$ cat config.mk
export PLATFORM = sky130hd
export DESIGN_NAME = tcm_dma_flat
export DESIGN_NICKNAME = d
export VERILOG_FILES = /design/src/rtl/tcm_dma_pkg.sv /design/src/rtl/tcm_dma_if.sv /design/src/rtl/tcm_dma.sv /design/src/flat_wrapper.sv
export SDC_FILE = /design/constraint.sdc
export NUM_CORES = 1
export LEC_CHECK = 0
export ABC_AREA = 1
export CAP_MARGIN = 20
export CORE_ASPECT_RATIO = 0.9
export CORE_MARGIN = 2
export CORE_UTILIZATION = 27
export CTS_CLUSTER_DIAMETER = 40
export DETAILED_ROUTE_END_ITERATION = 10
export MAX_ROUTING_LAYER = met4
export PLACE_DENSITY = 0.57
export SLEW_MARGIN = 20
export SYNTH_ARGS = -nofsm -noshare
export SYNTH_HDL_FRONTEND = slang
export SYNTH_SLANG_ARGS = --single-unit
$ cat constraint.sdc
create_clock -name clk_i -period 4.4 [get_ports clk_i]
set_input_delay 0.44 -clock clk_i [delete_from_list [all_inputs] [get_ports clk_i]]
set_output_delay 0.44 -clock clk_i [all_outputs]
set_load 0.005 [all_outputs]
$ cat src/rtl/tcm_dma_pkg.sv
// rtl/tcm_dma_pkg.sv - shared state encoding and mode constants for tcm_dma
package tcm_dma_pkg;

  typedef logic [2:0] state_t;

  localparam state_t ST_IDLE = 3'd0;
  localparam state_t ST_RD   = 3'd1;
  localparam state_t ST_WAIT = 3'd2;
  localparam state_t ST_WR   = 3'd3;
  localparam state_t ST_DONE = 3'd4;

  localparam logic MODE_COPY = 1'b0;
  localparam logic MODE_FILL = 1'b1;

endpackage

$ cat src/rtl/tcm_dma_if.sv
// rtl/tcm_dma_if.sv - scratchpad memory port between tcm_dma and its target RAM
interface tcm_dma_if #(
  parameter int DATA_WIDTH = 32,
  parameter int ADDRW      = 10
);

  logic                    mem_en_o;
  logic                    mem_we_o;
  logic [DATA_WIDTH/8-1:0] mem_be_o;
  logic [ADDRW-1:0]        mem_addr_o;
  logic [DATA_WIDTH-1:0]   mem_data_o;
  logic [DATA_WIDTH-1:0]   mem_data_i;
  logic                    mem_ready_i;

  // DMA engine side
  modport master (
    output mem_en_o,
    output mem_we_o,
    output mem_be_o,
    output mem_addr_o,
    output mem_data_o,
    input  mem_data_i,
    input  mem_ready_i
  );

  // memory side
  modport slave (
    input  mem_en_o,
    input  mem_we_o,
    input  mem_be_o,
    input  mem_addr_o,
    input  mem_data_o,
    output mem_data_i,
    output mem_ready_i
  );

endinterface

$ cat src/rtl/tcm_dma.sv
// rtl/tcm_dma.sv - copy/fill DMA engine for a single-port tightly coupled scratchpad
module tcm_dma
  import tcm_dma_pkg::*;
#(
  parameter int DATA_WIDTH = 32,
  parameter int N_ENTRIES  = 1024,
  parameter int ADDRW      = $clog2(N_ENTRIES)
) (
  input  logic                  clk_i,
  input  logic                  rst_i,
  input  logic                  start_i,
  input  logic                  mode_i,
  input  logic [ADDRW-1:0]      src_addr_i,
  input  logic [ADDRW-1:0]      dst_addr_i,
  input  logic [ADDRW:0]        len_i,
  input  logic [DATA_WIDTH-1:0] fill_data_i,
  input  logic                  abort_i,
  output logic                  busy_o,
  output logic                  done_o,
  output logic                  aborted_o,
  output logic [ADDRW:0]        words_o,
  tcm_dma_if.master             mem
);

  localparam int NBYTES = DATA_WIDTH / 8;

  state_t                state;
  logic                  mode_q;
  logic [ADDRW-1:0]      src_q;
  logic [ADDRW-1:0]      dst_q;
  logic [ADDRW:0]        len_q;
  logic [ADDRW:0]        words_q;
  logic [DATA_WIDTH-1:0] fill_q;
  logic [DATA_WIDTH-1:0] rdata_q;
  logic                  aborted_q;

  logic [ADDRW:0]        words_nxt;

  logic                  en;
  logic                  we;
  logic [NBYTES-1:0]     be;
  logic [ADDRW-1:0]      addr;
  logic [DATA_WIDTH-1:0] wdata;

  // Word address increment that wraps at N_ENTRIES even when it is not a power of two.
  function automatic logic [ADDRW-1:0] addr_inc(input logic [ADDRW-1:0] a);
    logic [ADDRW-1:0] r;
    if (a == ADDRW'(N_ENTRIES - 1)) begin
      r = '0;
    end else begin
      r = a + 1'b1;
    end
    return r;
  endfunction

  assign words_nxt = words_q + 1'b1;

  // Transfer sequencing: latch the request, walk RD/WAIT/WR per word, finish in DONE.
  always_ff @(posedge clk_i or posedge rst_i) begin
    if (rst_i) begin
      state     <= ST_IDLE;
      mode_q    <= MODE_COPY;
      src_q     <= '0;
      dst_q     <= '0;
      len_q     <= '0;
      words_q   <= '0;
      fill_q    <= '0;
      rdata_q   <= '0;
      aborted_q <= 1'b0;
    end else begin
      case (state)
        ST_IDLE: begin
          if (start_i) begin
            mode_q    <= mode_i;
            src_q     <= src_addr_i;
            dst_q     <= dst_addr_i;
            len_q     <= len_i;
            fill_q    <= fill_data_i;
            words_q   <= '0;
            aborted_q <= 1'b0;
            if (len_i == '0) begin
              state <= ST_DONE;
            end else if (mode_i == MODE_FILL) begin
              state <= ST_WR;
            end else begin
              state <= ST_RD;
            end
          end
        end
        ST_RD: begin
          if (abort_i) begin
            aborted_q <= 1'b1;
            state     <= ST_DONE;
          end else begin
            state <= ST_WAIT;
          end
        end
        ST_WAIT: begin
          if (abort_i) begin
            aborted_q <= 1'b1;
            state     <= ST_DONE;
          end else if (mem.mem_ready_i) begin
            rdata_q <= mem.mem_data_i;
            state   <= ST_WR;
          end
        end
        ST_WR: begin
          // An abort on any write, including the last one, suppresses that write.
          if (abort_i) begin
            aborted_q <= 1'b1;
            state     <= ST_DONE;
          end else begin
            words_q <= words_nxt;
            src_q   <= addr_inc(src_q);
            dst_q   <= addr_inc(dst_q);
            if (words_nxt == len_q) begin
              state <= ST_DONE;
            end else if (mode_q == MODE_FILL) begin
              state <= ST_WR;
            end else begin
              state <= ST_RD;
            end
          end
        end
        ST_DONE: begin
          state <= ST_IDLE;
        end
        default: begin
          state <= ST_IDLE;
        end
      endcase
    end
  end

  // Memory port decode; abort gates the enable combinationally so no access leaks that cycle.
  always_comb begin
    en    = 1'b0;
    we    = 1'b0;
    be    = '0;
    addr  = '0;
    wdata = '0;
    case (state)
      ST_RD: begin
        en   = !abort_i;
        addr = src_q;
      end
      ST_WR: begin
        en    = !abort_i;
        we    = !abort_i;
        be    = '1;
        addr  = dst_q;
        wdata = (mode_q == MODE_FILL) ? fill_q : rdata_q;
      end
      default: begin
      end
    endcase
  end

  assign mem.mem_en_o   = en;
  assign mem.mem_we_o   = we;
  assign mem.mem_be_o   = be;
  assign mem.mem_addr_o = addr;
  assign mem.mem_data_o = wdata;

  assign busy_o    = (state != ST_IDLE);
  assign done_o    = (state == ST_DONE);
  assign aborted_o = aborted_q;
  assign words_o   = words_q;

endmodule

$ cat src/flat_wrapper.sv
// flat-port wrapper written by rule: the top's interface ports become plain ports
module tcm_dma_flat import tcm_dma_pkg::*;
#(
  parameter int DATA_WIDTH = 32,
  parameter int N_ENTRIES  = 1024,
  parameter int ADDRW      = $clog2(N_ENTRIES)
)
  (clk_i, rst_i, start_i, mode_i, src_addr_i, dst_addr_i, len_i, fill_data_i, abort_i, busy_o, done_o, aborted_o, words_o, mem_mem_en_o, mem_mem_we_o, mem_mem_be_o, mem_mem_addr_o, mem_mem_data_o, mem_mem_data_i, mem_mem_ready_i);
  tcm_dma_if #(.DATA_WIDTH(DATA_WIDTH), .ADDRW(ADDRW)) mem_i ();
  input  logic clk_i;
  input  logic rst_i;
  input  logic start_i;
  input  logic mode_i;
  input  logic [ADDRW-1:0] src_addr_i;
  input  logic [ADDRW-1:0] dst_addr_i;
  input  logic [ADDRW:0] len_i;
  input  logic [DATA_WIDTH-1:0] fill_data_i;
  input  logic abort_i;
  output logic busy_o;
  output logic done_o;
  output logic aborted_o;
  output logic [ADDRW:0] words_o;
  output wire logic [$bits(mem_i.mem_en_o)-1:0] mem_mem_en_o;
  output wire logic [$bits(mem_i.mem_we_o)-1:0] mem_mem_we_o;
  output wire logic [$bits(mem_i.mem_be_o)-1:0] mem_mem_be_o;
  output wire logic [$bits(mem_i.mem_addr_o)-1:0] mem_mem_addr_o;
  output wire logic [$bits(mem_i.mem_data_o)-1:0] mem_mem_data_o;
  input wire logic [$bits(mem_i.mem_data_i)-1:0] mem_mem_data_i;
  input wire logic [$bits(mem_i.mem_ready_i)-1:0] mem_mem_ready_i;
  assign mem_mem_en_o = mem_i.mem_en_o;
  assign mem_mem_we_o = mem_i.mem_we_o;
  assign mem_mem_be_o = mem_i.mem_be_o;
  assign mem_mem_addr_o = mem_i.mem_addr_o;
  assign mem_mem_data_o = mem_i.mem_data_o;
  assign mem_i.mem_data_i = mem_mem_data_i;
  assign mem_i.mem_ready_i = mem_mem_ready_i;
  tcm_dma #(.DATA_WIDTH(DATA_WIDTH), .N_ENTRIES(N_ENTRIES), .ADDRW(ADDRW)) u_core (.clk_i(clk_i), .rst_i(rst_i), .start_i(start_i), .mode_i(mode_i), .src_addr_i(src_addr_i), .dst_addr_i(dst_addr_i), .len_i(len_i), .fill_data_i(fill_data_i), .abort_i(abort_i), .busy_o(busy_o), .done_o(done_o), .aborted_o(aborted_o), .words_o(words_o), .mem(mem_i));
endmodule
==> results.py, run 1 <==
metrics = {
    "run_status": {
        "run_status": "complete, no violations",
    },
    "clocking": {
        "cts.repair.resized": 0,
        "later_pin_clock_latency_in_the_skew_report_ns": 0.36,
        "tritoncts_num_sinks": 111,
        "cts.htree.levels": 3,
        "postCtsSetupBuffers": 0,
        "clk_root_buffer_cell": "clkbuf_16",
        "worst_setup_hold_path_clk_slew_ns": 0.09,
        "postCtsHoldBufs": 0,
        "cts-root-to-sink-buffers": 2,
        "cts_bufs_inserted": 9,
        "tritoncts": "done",
    },
    "timing": {
        "fin_worst_skew_ns": 0.00857,
        "setup_viol_count_final": 0,
        "fmax_mhz": 363,
        "timing.final.crit_period_ns": 2.75,
        "rsz0062_at_grt": "no",
        "fin_setup_tns_ns": 0,
        "tightest_slew_ns": 0.803,
        "layout_setup_ws_ns": 1.65,
        "finalHoldWorstSlack_ns": 0.478,
        "final_max_slew_viol_count": 0,
        "hold_violations": 0,
        "max_slew_margin": 0.464,
        "layout_worst_path_cycle_share": 0.625,
    },
    "detailed_routing": {
        "wl_um": 17700,
        "via_to_cell_ratio": 4.43,
        "drc": 0,
        "routed_wire_length_per_instance_um": 14.0,
        "dr.pass1.iters": 5,
        "first_iter_violations": 313,
        "route.vias.total": 5604,
        "detail-route-antenna-nets": 0,
    },
    "global_route": {
        "grt_first_pass_wirelength_um": 29100,
        "grt_max_degree": 67,
        "antenna_found_initial": 0,
        "grt.overflow.total": 0,
        "grt_use_total": 0.159,
        "grt_pass1_vias": 5550,
    },
    "pwr": {
        "power_leakage_nw": 3.94,
        "power_density_mw_per_mm2": 568,
        "power_frac_clock": 0.186,
        "total_switching_power_mw": 1.91,
        "netSwitchingFraction": 0.411,
        "p_int_mw": 2.74,
        "total_power_mw": 4.65,
        "vdd_ir_drop_max_mv": 0.248,
        "share_seq_of_total_power": 0.385,
        "power_frac_comb": 0.429,
    },
    "critical_path": {
        "worst-path-stages": 5,
        "r2r_slack_ns": 1.81,
        "critical_path.endpoint_type": "output port",
        "worstReg2RegStart": "u_core.state[0]",
        "rr_endpoint": "u_core.dst_q[6]",
        "critPathKind": "flip-flop to output port",
        "cp_slowest_stage_delay_ns": 0.51,
        "worst_setup_path_start_kind": "flip-flop",
        "crit_arrival_ns": 2.31,
        "critical_path.n_buffers_inverters": 3,
        "crit_path_start": "u_core.state[2]",
        "critical_path_required_ns": 3.96,
        "critPathSlowestCell": "buf_4",
        "worstSetupEndpoint": "mem_mem_data_o[25]",
        "timing.reg2reg.worst_path_depth": 10,
        "critical_path.top_delay_family": "buffers and inverters",
        "crit_path_cell_trace": "nor3_4 > buf_4 > nand2_1 > inv_1 > clkdlybuf4s50_1",
        "critical_path.max_fanout": 48,
    },
    "synth": {
        "seq_area_frac_synth": 0.462,
        "synthesized_area_per_cell_sq_um": 7.26,
        "synth-warning-count": 0,
        "yosys.area.top_type_share": 0.462,
        "postSynth.asyncResetShare": 1.00,
        "ys_top_cells_by_area": "dfrtp_1, nand2_1, inv_1",
        "post_synth_inst_count": 828,
        "main_synth_ff_type": "dfrtp_1",
        "synth_area_sq_mm": 0.00601,
        "synthMostInstantiatedCell": "nand2_1",
        "postSynthRegisterBits": 111,
        "synth_commonest_cells": "nand2_1, inv_1, dfrtp_1",
        "synth_top_cell_by_area": "dfrtp_1",
        "netlist-cell-type-count": 33,
        "syn-num-nets": 932,
        "synth-edff-count": 0,
    },
    "flow_run": {
        "count_of_max_cap_constraint_violations": 0,
    },
    "die": {
        "die-height_um": 146,
        "pin_count": 163,
        "initial_cell_density_of_the_core": 0.276,
        "core_area_sq_mm": 0.0218,
        "die_width_um": 161,
        "std_cell_rows": 51,
        "dieArea_sq_mm": 0.0235,
    },
    "final_layout": {
        "area_grow_syn2layout_pct": 36.2,
        "final-instance-count-excl-fill": 1264,
        "final_net_count": 1072,
        "number_of_diodes_added_for_antenna_fixing": 0,
        "fin_util": 0.376,
        "post_route_cells_drive_above_1_share": 0.0493,
        "stdcell_area_sq_mm": 0.00818,
    },
    "placed_design": {
        "finalWeightedCongestion": 0.873,
        "dp.cells": 1248,
        "post-dp-hpwl_um": 12400,
        "place_ws_ns": 1.42,
        "port_buffers": 162,
        "placed_area_sq_mm": 0.00787,
    },
    "hold_path": {
        "holdCritPathClass": "flip-flop to flip-flop",
    },
}
[cell type report]
class	count	area, sq um
fillers	2318	13600
flip-flops and latches	111	2780
multi-input cells	550	2580
repair buffers	167	1660
inverters	129	487
well taps	291	364
clock buffers	9	225
clock inverters	7	83.8
[cells by family (layout without fill, tap and decap cells)]
group / Yosys count / after routing / share of synthesized area
AOI/OAI and AO/OA: 144 / 144 / 0.141
xor gates and xnor gates: 8 / 8 / 0.0139
adders and majority gates: 3 / 3 / 0.00625
buffers and inverters: 167 / 312 / 0.110
DFF: 111 / 111 / 0.462
and+or+nand+nor: 395 / 395 / 0.267
[routing by layer]
| layer | up-vias | track usage | share of wire |
|---|---|---|---|
| li1 | 2869 | - | - |
| met1 | 2587 | 0.216 | 0.48 |
| met2 | 137 | 0.244 | 0.45 |
| met3 | 11 | 0.0356 | 0.057 |
| met4 | 0 | 0.0348 | 0.0093 |
| met5 | - | - | 0 |
[power groups by stage]
stage / logic (mW) / registers (mW) / clock network [mW]
detailed placement: 2.02 / 1.81 / 0
CTS: 2.03 / 1.79 / 0.896
global route: 2.29 / 1.87 / 0.938
global placement: 1.99 / 1.80 / 0
finish: 2.00 / 1.79 / 0.863
floorplan: 1.40 / 1.67 / 0
[worst min path at each step]
stage	startpoint	to	slack, ns	depth (start not counted)
global placement	u_core.fill_q[12]	u_core.fill_q[12]	0.46	2
global route	u_core.fill_q[27]	u_core.fill_q[27]	0.50	2
CTS	u_core.fill_q[10]	u_core.fill_q[10]	0.48	2
detailed placement	u_core.fill_q[10]	u_core.fill_q[10]	0.46	2
finish	u_core.fill_q[23]	u_core.fill_q[23]	0.48	2
floorplan	u_core.fill_q[0]	u_core.fill_q[0]	0.44	2
[cells in the final DEF (no fill, tap or decap), types with 2 or more instances in the layout]
| cell type | count |
|---|---|
| a22oi_2 | 8 |
| nor2_1 | 67 |
| a21oi_2 | 6 |
| inv_1 | 122 |
| ha_1 | 3 |
| a21oi_1 | 44 |
| nand2_1 | 268 |
| a32o_1 | 3 |
| nand4_1 | 5 |
| xor2_1 | 5 |
| clkdlybuf4s50_1 | 162 |
| buf_4 | 5 |
| dfrtp_1 | 110 |
| inv_2 | 6 |
| nor3_1 | 7 |
| o21ai_0 | 60 |
| clkbuf_16 | 9 |
| nand3_1 | 37 |
| o22ai_1 | 16 |
| o21ai_1 | 3 |
| xnor2_1 | 2 |
| nand3b_1 | 2 |
| clkinv_8 | 2 |
| inv_8 | 3 |
| nor4_1 | 3 |
| a211oi_1 | 2 |
[worst min-delay path: stages, from the launching register on]
cell and delay (ns):
dfrtp_1 0.35, nand2_1 0.05, nand2_1 0.04
[sequential cells by signal, summed over array words and instances, names as in the netlist]
register,cells
u_core.words_o,11
u_core.state,3
u_core.rdata_q,32
u_core.aborted_o,1
u_core.dst_q,10
u_core.src_q,10
u_core.len_q,11
u_core.mode_q,1
u_core.fill_q,32
Power figures use the tool's default switching activity.
==> run 2, diff against run 1 <==
--- a/config.mk
+++ b/config.mk
@@ -13,7 +13,7 @@
 export CTS_CLUSTER_DIAMETER = 40
 export DETAILED_ROUTE_END_ITERATION = 10
 export MAX_ROUTING_LAYER = met4
-export PLACE_DENSITY = 0.57
+export PLACE_DENSITY = 0.59
 export SLEW_MARGIN = 20
 export SYNTH_ARGS = -nofsm -noshare
 export SYNTH_HDL_FRONTEND = slang
==> constraint.sdc (replaced) <==
create_clock -name clk_i -period 2.36 [get_ports clk_i]
set_input_delay 0.236 -clock clk_i [delete_from_list [all_inputs] [get_ports clk_i]]
set_output_delay 0.236 -clock clk_i [all_outputs]
set_load 0.005 [all_outputs]
==> run 2 against run 1 <==
  * The run now ends with setup timing left
  * Count of clock-buffer cells in the layout did not move
  * Die area unchanged
  * Critical path depth stayed put
  * Sequential cell count did not move
  * Sequential power increased by 78%
  * Final area increased by 2.4%
  * Critical endpoint is now mem_mem_addr_o[9]
  * Setup slack got worse by 1.6 ns
  * Sequential share of layout area down 0.81 points
  * Via count grew 2.1%
  * Register-to-register slack worse by 1.4 ns
  * Routed wire length is 1.2% lower
==> results.py, run 2 (synthesis results as in run 1) <==
metrics = {
    "final_layout": {
        "top_library_cells_by_usage_in_the_layout_fill_and_taps_aside": "nand2_1, clkdlybuf4s50_1, inv_1",
        "fin_util": 0.385,
        "final-instance-count-excl-fill": 1282,
        "layout_commonest_cell": "nand2_1",
        "post_route_cells_drive_above_1_share": 0.0687,
        "area_grow_syn2layout_pct": 39.4,
        "stdcell_area_sq_mm": 0.00838,
        "biggestRegsByFlops": "u_core.fill_q: 32 flops, u_core.rdata_q: 32 flops",
        "final_net_count": 1089,
    },
    "global_route": {
        "grt_first_pass_wirelength_um": 28600,
        "antenna_found_initial": 1,
        "grt.overflow.total": 0,
        "grt_max_degree": 65,
        "grt_pass1_vias": 5592,
        "grt_use_total": 0.157,
    },
    "pwr": {
        "vdd_ir_drop_max_mv": 0.439,
        "power_leakage_nw": 4.04,
        "power_density_mw_per_mm2": 1050,
        "total_power_mw": 8.80,
    },
    "timing": {
        "fmax_mhz": 424,
        "setup_viol_count_final": 1,
        "fin_worst_skew_ns": 0.00575,
        "final_max_slew_viol_count": 0,
        "layout_setup_ws_ns": -0.0000400,
        "rsz0062_at_grt": "yes",
        "timing.final.crit_period_ns": 2.36,
        "max_slew_margin": 0.566,
        "tightest_slew_ns": 0.649,
        "layout_worst_path_cycle_share": 1.00,
        "fin_setup_tns_ns": -0.0000400,
        "hold_violations": 0,
        "finalHoldWorstSlack_ns": 0.314,
    },
    "die": {
        "die-height_um": 146,
        "std_cell_rows": 51,
        "pin_count": 163,
        "die_width_um": 161,
        "dieArea_sq_mm": 0.0235,
        "core_area_sq_mm": 0.0218,
        "initial_cell_density_of_the_core": 0.276,
    },
    "detailed_routing": {
        "wl_um": 17500,
        "first_iter_violations": 420,
        "routed_wire_length_per_instance_um": 13.7,
        "dr.pass1.iters": 7,
        "drc": 0,
        "detail-route-antenna-nets": 0,
        "via_to_cell_ratio": 4.46,
        "route.vias.total": 5721,
    },
    "critical_path": {
        "critical_path.max_fanout": 9,
        "rr_endpoint": "u_core.state[2]",
        "cp_slowest_stage_delay_ns": 0.54,
        "critical_path.endpoint_type": "output port",
        "timing.reg2reg.worst_path_depth": 13,
        "crit_arrival_ns": 2.12,
        "critPathSlowestCell": "clkdlybuf4s50_1",
        "worst_setup_path_start_kind": "flip-flop",
        "r2r_slack_ns": 0.41,
        "crit_path_cell_trace": "nor3_4 > inv_4 > buf_4 > o22ai_1 > clkdlybuf4s50_1",
        "critPathKind": "flip-flop to output port",
        "critical_path_required_ns": 2.12,
        "worstReg2RegStart": "u_core.words_o[1]",
    },
    "run_status": {
        "run_status": "finished, violations left",
        "violations": "setup timing",
    },
    "placed_design": {
        "place_ws_ns": 0.310,
        "placed_area_sq_mm": 0.00806,
        "finalWeightedCongestion": 0.887,
        "port_buffers": 162,
        "post-dp-hpwl_um": 12800,
        "dp.cells": 1265,
    },
    "clocking": {
        "clk_root_buffer_cell": "clkbuf_16",
        "cts.htree.levels": 3,
        "cts-root-to-sink-buffers": 2,
        "postCtsHoldBufs": 0,
        "tritoncts": "done",
        "cts_bufs_inserted": 9,
        "later_pin_clock_latency_in_the_skew_report_ns": 0.36,
        "tritoncts_num_sinks": 111,
        "postCtsSetupBuffers": 0,
        "worst_setup_hold_path_clk_slew_ns": 0.08,
    },
    "hold_path": {
        "holdCritPathClass": "input port to asynchronous set/reset pin",
    },
    "flow_run": {
        "count_of_max_cap_constraint_violations": 0,
    },
}
==> run 2: cell type report <==
class                           instances  area, sq um
Inverter                              129          490
Clock inverter                          7         70.1
Antenna cell                            1         2.50
Tap cell                              291          364
Fill cell                            2274        13400
Timing Repair Buffer                  184         1860
Clock buffer                            9          225
Multi-Input combinational cell        550         2590
Sequential cell                       111         2780
==> run 2: worst max-delay path by stage <==
stage,from,to,slack [ns],cells past startpoint
2_1_floorplan,u_core.words_o[0],u_core.state[1],0.57,14
3_3_place_gp,abort_i,u_core.src_q[9],0.37,8
3_5_place_dp,abort_i,u_core.src_q[0],0.31,8
4_1_cts,u_core.state[2],mem_mem_addr_o[9],0.0003,5
5_1_grt,u_core.state[2],mem_mem_addr_o[7],-0.09,5
6_report,u_core.state[2],mem_mem_addr_o[9],-0.00004,5
==> run 2: per-layer routing <==
layer  global-route usage  share of wire  wire length [um]  vias to the layer above
met5                    -              0                 0                        -
met4               0.0478          0.021               362                        0
met3               0.0376          0.067              1180                       22
met2                0.247           0.45              7870                      165
met1                0.201           0.46              8090                     2626
li1                     -              -                 -                     2908
==> run 2: timing repair <==
| item | in CTS | in global routing |
|---|---|---|
| pin swaps | 1 | 1 |
| gates resized for setup | 2 | 4 |
| gates cloned | 0 | 0 |
| setup endpoints to repair | 9 | 41 |
==> run 2: critical path, delay by kind of cell, from the launching register on <==
family / cells / cell delay [ns]
buffers and inverters: 3 / 0.86
DFF: 1 / 0.45
and+or+nand+nor: 1 / 0.29
AOI/OAI and AO/OA: 1 / 0.16
==> run 2: power by group <==
group | switching, mW | internal, mW | total, mW
Combinational | 2.30 | 1.77 | 4.07
Clock | 0.788 | 0.752 | 1.54
Sequential | 0.467 | 2.73 | 3.19
Total | 3.56 | 5.24 | 8.80
==> run 3, diff against run 2 <==
==> constraint.sdc (replaced) <==
create_clock -name clk_i -period 2.36 [get_ports clk_i]
set_input_delay 0.472 -clock clk_i [delete_from_list [all_inputs] [get_ports clk_i]]
set_output_delay 0.472 -clock clk_i [all_outputs]
set_load 0.005 [all_outputs]
==> run 3 against run 2 <==
  * The run now ends clean
  * Clock power rose by 3%
  * Hold slack improved by 0.16 ns
  * Via count rose by 0.75%
  * Clock skew rose by 0.0040 ns
  * Sequential share of layout area fell by 1.0 points
  * Setup slack improved by 0.039 ns
  * Utilization rose by 1.3 points
  * Total power rose by 3.4%
==> results.py, run 3 (synthesis results as in run 1) <==
metrics = {
    "run_status": {
        "run_status": "complete, no violations",
    },
    "critical_path": {
        "crit_path_frequent_cell": "clkdlybuf4s50_1",
        "critical_path.n_buffers_inverters": 3,
        "crit_path_cell_trace": "clkdlybuf4s50_1 > nor3_2 > buf_4 > clkdlybuf4s50_1",
        "crit_arrival_ns": 1.85,
        "cp_slowest_stage_delay_ns": 0.50,
        "critical_path.endpoint_type": "output port",
        "critPathSlowestCell": "clkdlybuf4s50_1",
        "critical_path.top_delay_family": "buffers and inverters",
        "worstReg2RegStart": "u_core.words_o[0]",
        "critPathKind": "input port to output port",
        "crit_path_start": "abort_i",
        "critical_path_required_ns": 1.89,
        "worst_setup_path_start_kind": "input port",
        "critical_path.max_fanout": 2,
    },
    "placed_design": {
        "place_ws_ns": 0.0157,
        "post-dp-hpwl_um": 12400,
        "finalWeightedCongestion": 0.877,
        "port_buffers": 162,
    },
    "timing": {
        "finalHoldWorstSlack_ns": 0.476,
        "layout_setup_ws_ns": 0.0394,
        "fmax_mhz": 431,
        "layout_worst_path_cycle_share": 0.983,
        "timing.final.crit_period_ns": 2.32,
        "setup_viol_count_final": 0,
        "final_max_slew_viol_count": 0,
        "tightest_slew_ns": 0.538,
        "hold_violations": 0,
        "fin_worst_skew_ns": 0.00977,
        "max_slew_margin": 0.638,
    },
    "final_layout": {
        "biggestRegsByFlops": "u_core.fill_q: 32 flops, u_core.rdata_q: 32 flops",
        "filler_cell_count": 2221,
        "layout_commonest_cell": "nand2_1",
        "post_route_cells_drive_above_1_share": 0.0950,
        "final_net_count": 1109,
        "fin_util": 0.398,
        "seq_area_sq_mm": 0.00278,
        "number_of_diodes_added_for_antenna_fixing": 0,
        "top_library_cells_by_usage_in_the_layout_fill_and_taps_aside": "nand2_1, inv_1, clkdlybuf4s50_1",
        "area_used_by_multi_input_combinational_logic_sq_mm": 0.00263,
        "area_grow_syn2layout_pct": 44.0,
    },
    "die": {
        "std_cell_rows": 51,
        "pin_count": 163,
        "initial_cell_density_of_the_core": 0.276,
        "die-height_um": 146,
        "die_width_um": 161,
        "dieArea_sq_mm": 0.0235,
        "core_area_sq_mm": 0.0218,
    },
    "flow_run": {
        "count_of_max_cap_constraint_violations": 0,
    },
    "global_route": {
        "grt.overflow.total": 0,
        "grt_max_degree": 74,
        "antenna_found_initial": 0,
        "grt_first_pass_wirelength_um": 28600,
        "grt_use_total": 0.158,
        "grt_pass1_vias": 5628,
    },
    "detailed_routing": {
        "first_iter_violations": 370,
        "routed_wire_length_per_instance_um": 13.8,
        "detail-route-antenna-nets": 0,
        "via_to_cell_ratio": 4.43,
        "route.vias.total": 5764,
        "drc": 0,
        "dr.pass1.iters": 5,
        "wl_um": 18000,
    },
    "hold_path": {
        "holdCritPathClass": "flip-flop to flip-flop",
        "hold_path.startpoint": "u_core.fill_q[14]",
    },
    "pwr": {
        "power_density_mw_per_mm2": 1050,
        "vdd_ir_drop_max_mv": 0.565,
        "power_leakage_nw": 4.60,
    },
    "clocking": {
        "tritoncts": "done",
        "tritoncts_num_sinks": 111,
        "cts.htree.levels": 3,
        "worst_setup_hold_path_clk_slew_ns": 0.08,
        "cts-root-to-sink-buffers": 2,
        "postCtsHoldBufs": 0,
        "cts_bufs_inserted": 9,
        "later_pin_clock_latency_in_the_skew_report_ns": 0.37,
        "clk_root_buffer_cell": "clkbuf_16",
    },
}
## run 3: worst paths after layout
kind                                     endpoint  slack (ns)  cells after the start
worst max-delay path                 mem_mem_en_o        0.04                      4
worst min-delay path            u_core.fill_q[14]        0.48                      2
max in group asynchronous         u_core.state[2]        1.32                      3
worst max register to register    u_core.state[1]        0.30                     14
worst min register to register  u_core.fill_q[14]        0.48                      2
min in group asynchronous         u_core.len_q[3]        0.57                      3
## run 3: tightest hold or removal path, delay by kind of cell, from the launching register on
kind             cells  cell delay (ns)
flip-flops           1             0.35
AND/OR/NAND/NOR      2             0.10
## run 3: what timing repair did
action / 4_1_cts / 5_1_grt
gates resized for setup: 42 / 24
setup endpoints to repair: 47 / 26
pin swaps: 1 / 1
buffers inserted: 8 / 7
gates cloned: 1 / 2
## run 3: per-stage QoR
stage	setup TNS (ns)	power [mW]	cell area, sq um	instances
3_5_place_dp	0	7.31	8050	1267
6_report	0	9.10	8650	1301
3_3_place_gp	0	7.26	8050	1267
2_1_floorplan	0	5.72	6010	828
4_1_cts	-1.27	9.08	8480	1292
5_1_grt	-0.212	9.92	8650	1301
## run 3: per-layer routing
layer  GRT usage  vias up  part of all wire
met5           -        -                 0
met4      0.0460        0             0.012
met3      0.0419       15             0.068
met2       0.230      177              0.44
met1       0.215     2621              0.48
li1            -     2951                 -
## run 3: area by class of cell
cell class,count,area share
clock buffer,9,0.0260
multi-input combinational,550,0.304
sequential,111,0.321
timing repair buffer,204,0.240
clock inverter,7,0.00926
tap,291,0.0421
inverter,129,0.0570
## run 3: power breakdown
part	leakage, nW	switching [mW]	internal [mW]
Combinational	3.14	2.42	1.91
Clock	0.146	0.824	0.760
Sequential	1.32	0.460	2.72
==> variant 1 (config.mk and constraints of run 2) <==
`DATA_WIDTH` is set to 32 in 3 places; all go to 28.
--- a/src/rtl/tcm_dma_if.sv
+++ b/src/rtl/tcm_dma_if.sv
@@ -1,5 +1,5 @@
 // rtl/tcm_dma_if.sv - scratchpad memory port between tcm_dma and its target RAM
 interface tcm_dma_if #(
-  parameter int DATA_WIDTH = 32,
+  parameter int DATA_WIDTH = 28,
   parameter int ADDRW      = 10
 );
--- a/src/rtl/tcm_dma.sv
+++ b/src/rtl/tcm_dma.sv
@@ -3,5 +3,5 @@
   import tcm_dma_pkg::*;
 #(
-  parameter int DATA_WIDTH = 32,
+  parameter int DATA_WIDTH = 28,
   parameter int N_ENTRIES  = 1024,
   parameter int ADDRW      = $clog2(N_ENTRIES)
--- a/src/flat_wrapper.sv
+++ b/src/flat_wrapper.sv
@@ -2,5 +2,5 @@
 module tcm_dma_flat import tcm_dma_pkg::*;
 #(
-  parameter int DATA_WIDTH = 32,
+  parameter int DATA_WIDTH = 28,
   parameter int N_ENTRIES  = 1024,
   parameter int ADDRW      = $clog2(N_ENTRIES)
Interface: changed (resized fill_data_i, mem_mem_be_o, mem_mem_data_i and mem_mem_data_o); port bits go from 163 to 150. The function was not compared with the original's and may differ.
==> variant 1 against run 2 <==
- hold slack better by 88 ps
- first-iteration DRC count decreased by 18%
- synthesized cell count shrank 7.0%
- routed wire length decreased by 6.0%
- design area shrank 7.7%
- synthesized area shrank 7.3%
- sequential cell count fell by 8
- die area down 7.1%
- worst setup slack better by 98 ps
- power fell by 7.5%
==> variant 1: results <==
set metrics [dict create \
    status "completed" \
    worstSkewPairLatency_ps 360 \
    wl_per_cell_um 14.08 \
    synth-seq-area-share_pct 46.27 \
    fin_skew_ps 11.05 \
    synth_area_leaders "dfrtp_1 46%, nand2_1 17%, inv_1 7.6%, o21ai_0 5.1%, nor2_1 3.9%" \
    dpl.hpwl_mm 11.45 \
    grt_max_degree 104 \
    crit_path_max_incr_delay_ps 530 \
    synth_ff_type "dfrtp_1" \
    clockBufferDepth 2 \
    synth_edf_count 0 \
    place_congestion 0.8226 \
    drive_above_1_share_pct 6.565 \
    p_int_mw 4.835 \
    worstPathArrival_ps 2030 \
    cts_root_buffer "clkbuf_16" \
    htreeDepth 3 \
    ctsHoldBuffers 0 \
    worstPathMaxFanout 31 \
    place_ws_ps 265.3 \
    cts_buffers 9 \
    grt_pass1_wl_mm 26.77 \
    vias_per_cell 4.528 \
    stdcell_count 1169 \
    io_buffers 149 \
    grt_usage_pct 15.92 \
    num_antenna_cells 0 \
    vdd_drop_max_mv 0.4062 \
    hold_path.class "in2reg" \
    antenna_found_initial 0 \
    nFillCells 2132 \
    fin_nets 1005 \
    crit_slowest_cell "clkdlybuf4s50_1" \
    synthArstFlopShare_pct 100.0 \
    ys_types 38 \
    grt_pass1_vias 5235 \
    first_iter_violations 344 \
    placementRows 49 \
    synth_common_cells "254 x nand2_1, 113 x inv_1, 103 x dfrtp_1" \
    drtPass1Iterations 5 \
    reg.largest.list "u_core.fill_q (28), u_core.rdata_q (28)" \
    clk_pin_slew_ps 90 \
    yosysWarningCount 0 \
    cp_top_family "buffers and inverters" \
    syn-instance-count 770 \
    worst_pin_slew_ps 580.8 \
    ant_nets 0 \
    syn-num-nets 866 \
    leakagePower_nw 3.786 \
    drc 0 \
]
[variant 1: cell types whose count changed after synthesis, moves of 10 or more]
cell / run 2 / this run
nand2_1: 269 / 254
clkbuf_1: 26 / 13
nand3_1: 37 / 26
buf_2: 5 / 15
inv_1: 123 / 113
nor2_1: 68 / 58
[variant 1: worst paths after layout]
check                                      start                end  slack (ps)  cells past startpoint
worst min register to register  u_core.fill_q[2]   u_core.fill_q[2]         470                      2
min in group asynchronous                  rst_i   u_core.fill_q[6]         420                      3
max in group asynchronous                  rst_i    u_core.state[2]        1510                      3
worst max register to register   u_core.src_q[0]    u_core.src_q[5]         370                     10
worst min-delay path             fill_data_i[13]  u_core.fill_q[13]         400                      3
worst max-delay path             u_core.state[0]  mem_mem_addr_o[7]         100                      6
[variant 1: metrics by stage]
| stage | util (%) | area [um2] |
|---|---|---|
| after floorplan | - | 5574 |
| after global placement | 36.59 | 7358 |
| after detailed placement | 36.59 | 7358 |
| after CTS | 38.12 | 7665 |
| after global routing | 38.45 | 7732 |
| final | 38.45 | 7732 |
[variant 1: worst reg2reg max path, cell delays in order (launching register included)]
cell	delay (ps)
dfrtp_1	440
ha_1	210
nand2_1	110
nor2_1	160
nand2_1	70
nor2_1	190
nand4_1	120
nand2_1	120
inv_1	110
a32oi_1	250
o21ai_1	100
[variant 1: cell families after synthesis]
kind of cell / share of synthesized area, %
fa+ha+maj: 0.6739
xor+xnor: 1.258
buf+inv: 11.10
compound gates: 14.38
flops: 46.27
simple gates: 26.33
[variant 1: area by class of cell]
cell class / count / area, um2 / area share, %
Clock buffer: 9 / 225.2 / 2.913
Clock inverter: 7 / 71.32 / 0.9223
Inverter: 118 / 449.2 / 5.809
Multi-Input combinational cell: 514 / 2427 / 31.39
Sequential cell: 103 / 2580 / 33.37
Tap cell: 255 / 319.1 / 4.126
Timing Repair Buffer: 163 / 1660 / 21.47
[variant 1: power by group through the flow]
stage / Clock (mW) / Combinational [mW] / Sequential [mW]
2_1_floorplan: 0 / 2.34 / 2.87
3_3_place_gp: 0 / 3.60 / 2.96
3_5_place_dp: 0 / 3.64 / 2.98
4_1_cts: 1.59 / 3.67 / 2.95
5_1_grt: 1.65 / 4.23 / 3.04
6_report: 1.50 / 3.70 / 2.94
[variant 1: repair_timing]
item	in CTS	in global routing
pin swaps	1	1
gates resized for setup	3	13
setup endpoints to repair	13	17
buffers inserted	0	1
[variant 1: layer usage]
layer | part of all wire (%) | global-route usage (%) | vias up
li1 | - | - | 2694
met2 | 45 | 23.85 | 152
met4 | 1.4 | 4.104 | 0
met5 | 0 | - | -
met1 | 48 | 21.41 | 2431
met3 | 6.3 | 4.270 | 16
==> variant 2 (config.mk and constraints of run 2) <==
Without the edit above. Reset style: synchronous (`rst_i`), changed in one clocked block.
--- a/src/rtl/tcm_dma.sv
+++ b/src/rtl/tcm_dma.sv
@@ -57,5 +57,5 @@
 
   // Transfer sequencing: latch the request, walk RD/WAIT/WR per word, finish in DONE.
-  always_ff @(posedge clk_i or posedge rst_i) begin
+  always_ff @(posedge clk_i) begin
     if (rst_i) begin
       state     <= ST_IDLE;
Function: differs if rst_i is asserted again (counterexample within 4 cycles, from zero or initial values and one cycle with rst_i high); with rst_i held inactive, the same outputs for 4 cycles.
==> variant 2 against run 2 <==
- routed wire length up 0.82%
- sequential cell count is the same
- design area is 6.8% lower
- critical path type unchanged
- core utilization is 0.19 points higher
- synthesized area shrank 6.8%
- worst setup slack improved by 120 ps
Power is not compared: it rests on default switching activity, and its combinational part moved more than twofold at a synthesized area within 25%.
==> variant 2: results <==
set metrics [dict create \
    grt_pass1_vias 5525 \
    place_congestion 0.8974 \
    wl_met1_mm 8.703 \
    synth_xor_area_share_pct 0 \
    synthArstFlopShare_pct 0 \
    post_cts_resized 1 \
    critPathLaunch "u_core.state[0]" \
    syn-num-nets 959 \
    drive_above_1_share_pct 4.905 \
    ys_types 34 \
    hold_path.class "reg2reg" \
    grt_usage_pct 16.43 \
    synth_area_leaders "dfxtp_1 40%, o21ai_0 12%, nand2_1 11%, inv_1 8.2%, a21oi_1 7.3%" \
    worstPathArrival_ps 2010 \
    grt_max_degree 92 \
    met3_length_mm 1.078 \
    first_iter_violations 358 \
    grt_pass1_wl_mm 28.10 \
    synth_compound_area_share_pct 23.68 \
    vias 5875 \
    grt_util_met2_pct 24.87 \
    worstPathMaxFanout 37 \
    met1_usage_pct 22.30 \
    fin_skew_ps 10.36 \
    met2_wirelength_mm 7.668 \
    status "completed" \
    wl_per_cell_um 14.07 \
    num_antenna_cells 0 \
    synth_common_cells "157 x nand2_1, 132 x o21ai_0, 122 x inv_1" \
    place_ws_ps 384.1 \
    r2r-start "u_core.dst_q[0]" \
    nFillCells 2145 \
    drtPass1Iterations 5 \
    dpl.hpwl_mm 12.21 \
]
-- variant 2: worst paths after layout --
path / end / slack, ps
setup / recovery: mem_mem_data_o[19] / 120
hold / removal: u_core.fill_q[29] / 450
setup reg to reg: u_core.dst_q[1] / 430
hold reg to reg: u_core.fill_q[29] / 450
-- variant 2: final cells by class --
cell class | instances | share of cell area [%]
Inverter | 126 | 6.092
Sequential cell | 111 | 28.47
Multi-Input combinational cell | 567 | 34.43
Timing Repair Buffer | 179 | 22.99
Clock buffer | 9 | 2.886
Clock inverter | 7 | 1.042
Tap cell | 255 | 4.088
-- variant 2: power by group --
group	internal [mW]	switching (mW)
clock	0.763	0.819
combinational	0.689	1.03
sequential	2.20	0.172
-- variant 2: metrics by stage --
step	cell area (um2)	hold WS, ps	instances	utilization, %
after detailed placement	7488	439.4	1238	37.13
after global placement	7488	433.3	1238	37.13
final	7805	450.0	1254	38.69
after CTS	7799	436.0	1254	38.66
after floorplan	5600	370.9	855	-
after global routing	7805	444.7	1254	38.69
